$ cat config.mk
export PLATFORM = sky130hd
export DESIGN_NAME = adc_drp_responder
export DESIGN_NICKNAME = d
export VERILOG_FILES = /design/src/rtl/adc_drp_pkg.sv /design/src/rtl/drp_slave_port.sv /design/src/rtl/adc_drp_responder.sv
export SDC_FILE = /design/constraint.sdc
export NUM_CORES = 1
export LEC_CHECK = 0
export ABC_AREA = 1
export BUFFER_PORTS_ARGS = -buffer_cell sky130_fd_sc_hd__clkbuf_2
export CORE_MARGIN = 1
export CORE_UTILIZATION = 45
export CTS_BUF_LIST = sky130_fd_sc_hd__clkbuf_2
export DETAILED_ROUTE_END_ITERATION = 12
export PLACE_DENSITY = 0.64
export SLEW_MARGIN = 40
export SYNTH_ARGS = -nofsm -noshare
export SYNTH_HDL_FRONTEND = slang
export SYNTH_HIERARCHICAL = 1
export SYNTH_SLANG_ARGS = --single-unit
$ cat constraint.sdc
create_clock -name clk -period 4.1 [get_ports clk]
set_input_delay 1.23 -clock clk [delete_from_list [all_inputs] [get_ports clk]]
set_output_delay 1.23 -clock clk [all_outputs]
set_load 0.1 [all_outputs]
$ cat src/rtl/adc_drp_pkg.sv
// Shared definitions for the ADC DRP responder.
//   - DRP register addresses of the emulated XADC map
//   - channel number reported on channel_out
//   - conversion state encoding
package adc_drp_pkg;

    localparam logic [6:0] ADDR_VAUX0  = 7'h10;
    localparam logic [6:0] ADDR_MAX    = 7'h30;
    localparam logic [6:0] ADDR_MIN    = 7'h31;
    localparam logic [6:0] ADDR_CFG    = 7'h40;
    localparam logic [6:0] ADDR_LOWTH  = 7'h50;
    localparam logic [6:0] ADDR_HIGHTH = 7'h51;

    localparam logic [4:0] CHANNEL_VAUX0 = 5'h10;

    typedef enum logic [1:0] {
        IDLE = 2'd0,
        CONV = 2'd1,
        DONE = 2'd2
    } conv_state_e;

endpackage

$ cat src/rtl/drp_slave_port.sv
// DRP slave handshake: accepts one request at a time, returns drdy_out exactly
// DRP_LATENCY clocks after acceptance, and flags requests that collide with a
// pending one.
//   clk, reset_in        clock, async active-high reset
//   den_in/dwe_in        request strobe and write qualifier
//   daddr_in/di_in       request address and write data
//   err_clr              clears the sticky collision flag
//   rd_data              register read word for rd_addr, supplied by the owner of the map
//   rd_addr              address being read at acceptance
//   wr_en/wr_addr/wr_data  single-cycle write strobe at acceptance
//   do_out/drdy_out      DRP response
//   err_out              sticky collision flag
module drp_slave_port #(
    parameter int DRP_LATENCY = 2
) (
    input  logic        clk,
    input  logic        reset_in,
    input  logic        den_in,
    input  logic        dwe_in,
    input  logic [6:0]  daddr_in,
    input  logic [15:0] di_in,
    input  logic        err_clr,
    input  logic [15:0] rd_data,
    output logic [6:0]  rd_addr,
    output logic        wr_en,
    output logic [6:0]  wr_addr,
    output logic [15:0] wr_data,
    output logic [15:0] do_out,
    output logic        drdy_out,
    output logic        err_out
);

    localparam logic [3:0] LAT_LOAD = 4'(DRP_LATENCY - 1);

    logic        pending_q, pending_d;
    logic [3:0]  cnt_q, cnt_d;
    logic [15:0] hold_q, hold_d;
    logic [15:0] do_q, do_d;
    logic        drdy_q, drdy_d;
    logic        err_q, err_d;
    logic        accept;
    logic [15:0] rd_word;

    assign accept  = den_in & ~pending_q;
    assign rd_addr = daddr_in;
    assign wr_en   = accept & dwe_in;
    assign wr_addr = daddr_in;
    assign wr_data = di_in;
    // a write answers with zero data
    assign rd_word = dwe_in ? 16'h0000 : rd_data;

    always_comb begin
        pending_d = pending_q;
        cnt_d     = cnt_q;
        hold_d    = hold_q;
        do_d      = do_q;
        drdy_d    = 1'b0;
        err_d     = err_q;

        if (err_clr) begin
            err_d = 1'b0;
        end
        if (den_in && pending_q) begin
            err_d = 1'b1;
        end

        if (accept) begin
            if (LAT_LOAD == 4'd0) begin
                drdy_d = 1'b1;
                do_d   = rd_word;
            end else begin
                pending_d = 1'b1;
                cnt_d     = LAT_LOAD;
                hold_d    = rd_word;
            end
        end else if (pending_q) begin
            cnt_d = cnt_q - 4'd1;
            if (cnt_q == 4'd1) begin
                pending_d = 1'b0;
                drdy_d    = 1'b1;
                do_d      = hold_q;
            end
        end
    end

    always_ff @(posedge clk or posedge reset_in) begin
        if (reset_in) begin
            pending_q <= 1'b0;
            cnt_q     <= 4'd0;
            hold_q    <= 16'h0000;
            do_q      <= 16'h0000;
            drdy_q    <= 1'b0;
            err_q     <= 1'b0;
        end else begin
            pending_q <= pending_d;
            cnt_q     <= cnt_d;
            hold_q    <= hold_d;
            do_q      <= do_d;
            drdy_q    <= drdy_d;
            err_q     <= err_d;
        end
    end

    assign do_out   = do_q;
    assign drdy_out = drdy_q;
    assign err_out  = err_q;

endmodule

$ cat src/rtl/adc_drp_responder.sv
// XADC stand-in on the PSM path: turns a held 12-bit sample into periodic
// conversions and serves the DRP register map.
//   clk, reset_in          clock, async active-high reset
//   sample_in/sample_valid raw sample and its qualifier
//   den_in/dwe_in/daddr_in/di_in  DRP request
//   do_out/drdy_out        DRP response
//   channel_out            fixed vaux0 channel
//   eoc_out/eos_out        end-of-conversion pulse (single-channel sequence)
//   busy_out               conversion in progress
//   alarm_out              low-voltage alarm with hysteresis
//   err_out                sticky DRP collision flag
//
// state | meaning
// IDLE  | conversions disabled, waiting for 0x40[0]
// CONV  | counting CONV_CYCLES clocks, busy_out high
// DONE  | one cycle: publish result, pulse eoc_out, update max/min/alarm
module adc_drp_responder
    import adc_drp_pkg::*;
#(
    parameter int          CONV_CYCLES = 26,
    parameter int          DRP_LATENCY = 2,
    parameter logic [15:0] LOW_TH_RST  = 16'hE1A0,
    parameter logic [15:0] HIGH_TH_RST = 16'hE3C0
) (
    input  logic        clk,
    input  logic        reset_in,
    input  logic [11:0] sample_in,
    input  logic        sample_valid,
    input  logic        den_in,
    input  logic        dwe_in,
    input  logic [6:0]  daddr_in,
    input  logic [15:0] di_in,
    output logic [15:0] do_out,
    output logic        drdy_out,
    output logic [4:0]  channel_out,
    output logic        eoc_out,
    output logic        eos_out,
    output logic        busy_out,
    output logic        alarm_out,
    output logic        err_out
);

    localparam int          CW       = (CONV_CYCLES > 1) ? $clog2(CONV_CYCLES) : 1;
    localparam logic [CW-1:0] CNT_LOAD = CW'(CONV_CYCLES - 1);

    conv_state_e   state_q, state_d;
    logic [CW-1:0] cnt_q, cnt_d;
    logic [11:0]   held_q, held_d;
    logic [15:0]   vaux_q, vaux_d;
    logic [15:0]   max_q, max_d;
    logic [15:0]   min_q, min_d;
    logic          cfg_en_q, cfg_en_d;
    logic [15:0]   low_q, low_d;
    logic [15:0]   high_q, high_d;
    logic          alarm_q, alarm_d;

    logic [15:0]   conv_val;
    logic [6:0]    rd_addr;
    logic [15:0]   rd_data;
    logic          wr_en;
    logic [6:0]    wr_addr;
    logic [15:0]   wr_data;
    logic          err_clr;

    assign conv_val = {held_q, 4'h0};

    always_comb begin
        state_d  = state_q;
        cnt_d    = cnt_q;
        held_d   = held_q;
        vaux_d   = vaux_q;
        max_d    = max_q;
        min_d    = min_q;
        cfg_en_d = cfg_en_q;
        low_d    = low_q;
        high_d   = high_q;
        alarm_d  = alarm_q;

        if (sample_valid) begin
            held_d = sample_in;
        end

        case (state_q)
            IDLE: begin
                if (cfg_en_q) begin
                    state_d = CONV;
                    cnt_d   = CNT_LOAD;
                end
            end
            CONV: begin
                if (cnt_q == '0) begin
                    state_d = DONE;
                end else begin
                    cnt_d = cnt_q - CW'(1);
                end
            end
            DONE: begin
                vaux_d = conv_val;
                if (conv_val > max_q) max_d = conv_val;
                if (conv_val < min_q) min_d = conv_val;
                // between the thresholds the alarm keeps its previous value
                if (held_q < low_q[15:4]) begin
                    alarm_d = 1'b1;
                end else if (held_q > high_q[15:4]) begin
                    alarm_d = 1'b0;
                end
                if (cfg_en_q) begin
                    state_d = CONV;
                    cnt_d   = CNT_LOAD;
                end else begin
                    state_d = IDLE;
                end
            end
            default: state_d = IDLE;
        endcase

        if (wr_en) begin
            case (wr_addr)
                ADDR_CFG:    cfg_en_d = wr_data[0];
                ADDR_LOWTH:  low_d    = wr_data;
                ADDR_HIGHTH: high_d   = wr_data;
                default: ;
            endcase
        end
    end

    // Result registers are read through their next value so a read landing in
    // DONE sees the conversion being published (write-first).
    always_comb begin
        rd_data = 16'h0000;
        case (rd_addr)
            ADDR_VAUX0:  rd_data = vaux_d;
            ADDR_MAX:    rd_data = max_d;
            ADDR_MIN:    rd_data = min_d;
            ADDR_CFG:    rd_data = {15'h0000, cfg_en_q};
            ADDR_LOWTH:  rd_data = low_q;
            ADDR_HIGHTH: rd_data = high_q;
            default:     rd_data = 16'h0000;
        endcase
    end

    assign err_clr = wr_en && (wr_addr == ADDR_CFG) && wr_data[15];

    always_ff @(posedge clk or posedge reset_in) begin
        if (reset_in) begin
            state_q  <= IDLE;
            cnt_q    <= '0;
            held_q   <= 12'h000;
            vaux_q   <= 16'h0000;
            max_q    <= 16'h0000;
            min_q    <= 16'hFFFF;
            cfg_en_q <= 1'b1;
            low_q    <= LOW_TH_RST;
            high_q   <= HIGH_TH_RST;
            alarm_q  <= 1'b0;
        end else begin
            state_q  <= state_d;
            cnt_q    <= cnt_d;
            held_q   <= held_d;
            vaux_q   <= vaux_d;
            max_q    <= max_d;
            min_q    <= min_d;
            cfg_en_q <= cfg_en_d;
            low_q    <= low_d;
            high_q   <= high_d;
            alarm_q  <= alarm_d;
        end
    end

    drp_slave_port #(
        .DRP_LATENCY (DRP_LATENCY)
    ) u_drp (
        .clk      (clk),
        .reset_in (reset_in),
        .den_in   (den_in),
        .dwe_in   (dwe_in),
        .daddr_in (daddr_in),
        .di_in    (di_in),
        .err_clr  (err_clr),
        .rd_data  (rd_data),
        .rd_addr  (rd_addr),
        .wr_en    (wr_en),
        .wr_addr  (wr_addr),
        .wr_data  (wr_data),
        .do_out   (do_out),
        .drdy_out (drdy_out),
        .err_out  (err_out)
    );

    assign channel_out = CHANNEL_VAUX0;
    assign busy_out    = (state_q == CONV);
    assign eoc_out     = (state_q == DONE);
    assign eos_out     = eoc_out;
    assign alarm_out   = alarm_q;

endmodule

==> impl_metrics.env <==
export IMPL_status="complete, no violations"
export IMPL_dr_first_iter_drc_count=386
export IMPL_htree_levels=4
export IMPL_synth_warnings=6
export IMPL_insertion_delay_ns=0.70
export IMPL_power_leakage_nw=4.182
export IMPL_synth_compound_area_share_pct=8.958
export IMPL_cp_startpoint="state_q[0]"
export IMPL_regToRegEndpoint="u_drp/hold_q[12]"
export IMPL_crit_end="eos_out"
export IMPL_synth_top_family_by_area="simple AND/OR/NAND/NOR gates"
export IMPL_r2r_slack_ns=1.33
export IMPL_grt_max_degree=54
export IMPL_max_cap_viol_count=0
export IMPL_synthFlopType="dfrtp_1"
export IMPL_io_pins=67
export IMPL_port_buffers=61
export IMPL_cpLargestDelayFamily="buffers and inverters"
export IMPL_track_usage_pct=20.83
export IMPL_ys_seq_area_share_pct=45.35
export IMPL_worstPathBufferInverterCount=1
export IMPL_clkPwrFrac_pct=22.9
export IMPL_dp_hpwl_um=12900
export IMPL_synthMuxAreaShare_pct=0
export IMPL_async_flop_share_pct=100.0
export IMPL_grt_pass1_wl_um=28750
export IMPL_clk_path_buf_depth=2
export IMPL_fin_skew_ns=0.01441
export IMPL_path_cells="nor2_4, clkbuf_2"
export IMPL_cp_required_ns=2.87
export IMPL_cp_start_kind="flip-flop"
export IMPL_cp_slowest_cell="clkbuf_2"
export IMPL_endpoint_kind="primary output"
export IMPL_synthAdderAreaFrac_pct=8.173
export IMPL_r2r_cells=13
export IMPL_path_clk_slew_ns=0.21
export IMPL_grt_antenna_before_repair=1
export IMPL_finalSetupTns_ns=0
export IMPL_num_rows=47
export IMPL_synth_edf_count=0
export IMPL_clock_sinks=140
export IMPL_slew_viol_final=0
export IMPL_hp_class="flip-flop to flip-flop"
export IMPL_synth_simple_area_share_pct=25.13
export IMPL_ys_ff_latch=140
export IMPL_utilization_pct=49.33
export IMPL_rsz0062_at_grt="no"
export IMPL_die_w_um=133.7
export IMPL_timing_fmax_mhz=322.5
export IMPL_cts_setup_buffers=0
export IMPL_synth_common_cells="nand2_1 (233), inv_1 (134), dfrtp_1 (110)"
export IMPL_p_per_area_mw_per_mm2=425.4
export IMPL_cts_made_buffers=17
export IMPL_ir_drop_uv=211.5
export IMPL_synth_area_mm2=0.007807
export IMPL_p_comb_share_pct=28.3
export IMPL_yosys_area_top_type_share_pct=35.26
export IMPL_synthTopCellsByArea="dfrtp_1 (35%), nand2_1 (11%), dfstp_2 (10%), ha_1 (8.2%), inv_1 (6.4%)"
export IMPL_fp_dieH_um=133.7
export IMPL_routabilityCongestion=0.8409
export IMPL_max_stage_delay_ns=0.50
export IMPL_cts_tree="yes"
export IMPL_seqPwrFrac_pct=48.8
export IMPL_synth_area_per_cell_um2=8.091
export IMPL_synthCells=965
export IMPL_drc=0
export IMPL_maxSlewHeadroom_pct=43.47
export IMPL_avgRoutedWirePerCell_um=14.09
export IMPL_via_per_inst=4.876
export IMPL_cp_num_cells=2
export IMPL_r2r_start="min_q[15]"
export IMPL_p_sw_mw=1.306
export IMPL_worstPathArrival_ns=1.87
export IMPL_fin_crit_ns=3.101
export IMPL_drtAntennaViolNets=0
export IMPL_ys_types=35
export IMPL_totalPowerFinal_mw=3.517
export IMPL_wl_um=17240
export IMPL_dr_pass1_iters=5
export IMPL_crit_type="flip-flop to primary output"
export IMPL_cts_resized=0
export IMPL_initial_core_util_pct=46.58
export IMPL_area_growth_pct=5.897
export IMPL_grt_pass1_vias=5698
export IMPL_yosys_area_top_type="dfrtp_1"
export IMPL_synth_most_common_cell="nand2_1"
export IMPL_vias=5968
export IMPL_overflow=0
export IMPL_root_buffer="clkbuf_2"
export IMPL_fin_crit_sh_pct=75.63
export IMPL_fp_dieArea_mm2=0.01788
export IMPL_drive_above_1_share_pct=15.85
export IMPL_hold_violations=0
export IMPL_setup_viol=0
export IMPL_swShare_pct=37.13
export IMPL_worstMarginPinSlew_ns=0.8470
export IMPL_cp_max_fo=3
export IMPL_nNetsFinal=1081
export IMPL_synth_xor_area_share_pct=0
export IMPL_hold_buffers=0
export IMPL_p_int_mw=2.211
export IMPL_coreArea_mm2=0.01676
layout by cell type, fill, tap and decap left out, types with 4 or more instances in the layout:
master | synthesis | routed
nor3_1 | 4 | 4
dfrtp_1 | 110 | 110
and2_1 | 24 | 24
clkinvlp_4 | 0 | 4
ha_1 | 51 | 51
clkinv_2 | 1 | 4
inv_2 | 5 | 5
o21ai_0 | 92 | 92
nor2_1 | 38 | 38
nor2_2 | 4 | 4
nand4_1 | 9 | 9
a21oi_1 | 35 | 35
buf_4 | 41 | 5
o21ai_1 | 4 | 4
nand3_2 | 4 | 4
nand2_1 | 233 | 232
inv_1 | 134 | 133
dfstp_2 | 30 | 30
nand3_1 | 96 | 96
conb_1 | 2 | 5
nand2_2 | 7 | 8
clkbuf_2 | 1 | 78
power by group through the flow:
stage	Sequential (mW)	Clock, mW	Combinational [mW]
CTS	1.72	0.831	1.01
global route	1.75	0.879	1.16
detailed placement	1.74	0	1.00
global placement	1.74	0	0.980
finish	1.72	0.805	0.996
floorplan	1.77	0	0.788
worst min path at each step:
stage,start,cells after the start,slack [ns],endpoint
final,min_q[3],2,0.47,min_q[3]
after floorplan,vaux_q[0],2,0.43,vaux_q[0]
after global routing,min_q[3],2,0.49,min_q[3]
after detailed placement,min_q[3],2,0.45,min_q[3]
after global placement,min_q[0],2,0.44,min_q[0]
after CTS,min_q[3],2,0.47,min_q[3]
logic make-up after synthesis:
logic type / Yosys count
AO/OA/AOI/OAI: 137
adder cells (fa/ha/maj): 51
buffers and inverters: 205
flip-flops: 140
other: 2
AND/OR/NAND/NOR: 430
stage by stage:
| step | worst slack, ns | cells | instance area (um^2) | hold WS, ns |
|---|---|---|---|---|
| 2_1_floorplan | 0.2725 | 968 | 7819 | 0.4309 |
| 3_3_place_gp | 0.9854 | 1191 | 8030 | 0.4439 |
| 3_5_place_dp | 0.8993 | 1191 | 8030 | 0.4474 |
| 4_1_cts | 0.9149 | 1223 | 8263 | 0.4715 |
| 5_1_grt | 0.8878 | 1224 | 8268 | 0.4881 |
| 6_report | 0.9990 | 1224 | 8268 | 0.4708 |
worst register-to-register path: cells and delay by family, from the launching register on:
| kind | cells | cell delay (ns) |
|---|---|---|
| compound gates | 1 | 0.06 |
| fa+ha+maj | 1 | 0.29 |
| buf+inv | 1 | 0.06 |
| flops | 1 | 0.56 |
| simple gates | 10 | 1.69 |
area by class of cell:
cell class                 count  area [um^2]
clock inverter                15        147.6
multi-input combinational    623         3321
antenna                        1        2.502
inverter                     141        533.0
sequential                   140         3541
tap                          220        275.3
timing repair buffer          67        362.8
fill                        1651         8492
clock buffer                  17        85.08
metal layers:
layer,vias to the layer above,global-route usage [%],wire length (um)
met5,-,0,0
met3,21,3.653,623
met2,111,31.55,7670
li1,3092,-,-
met4,0,8.965,383
met1,2744,29.26,8564
flip-flops by register name (all words and copies together), names as in the netlist, 2 cells and up:
signal and cells:
held_q 12, low_q 16, u_drp/cnt_q 4, state_q 2, cnt_q 5, min_q 16, u_drp/hold_q 16, max_q 16
u_drp/do_out 16, vaux_q 16, high_q 16
Power figures use the tool's default switching activity.
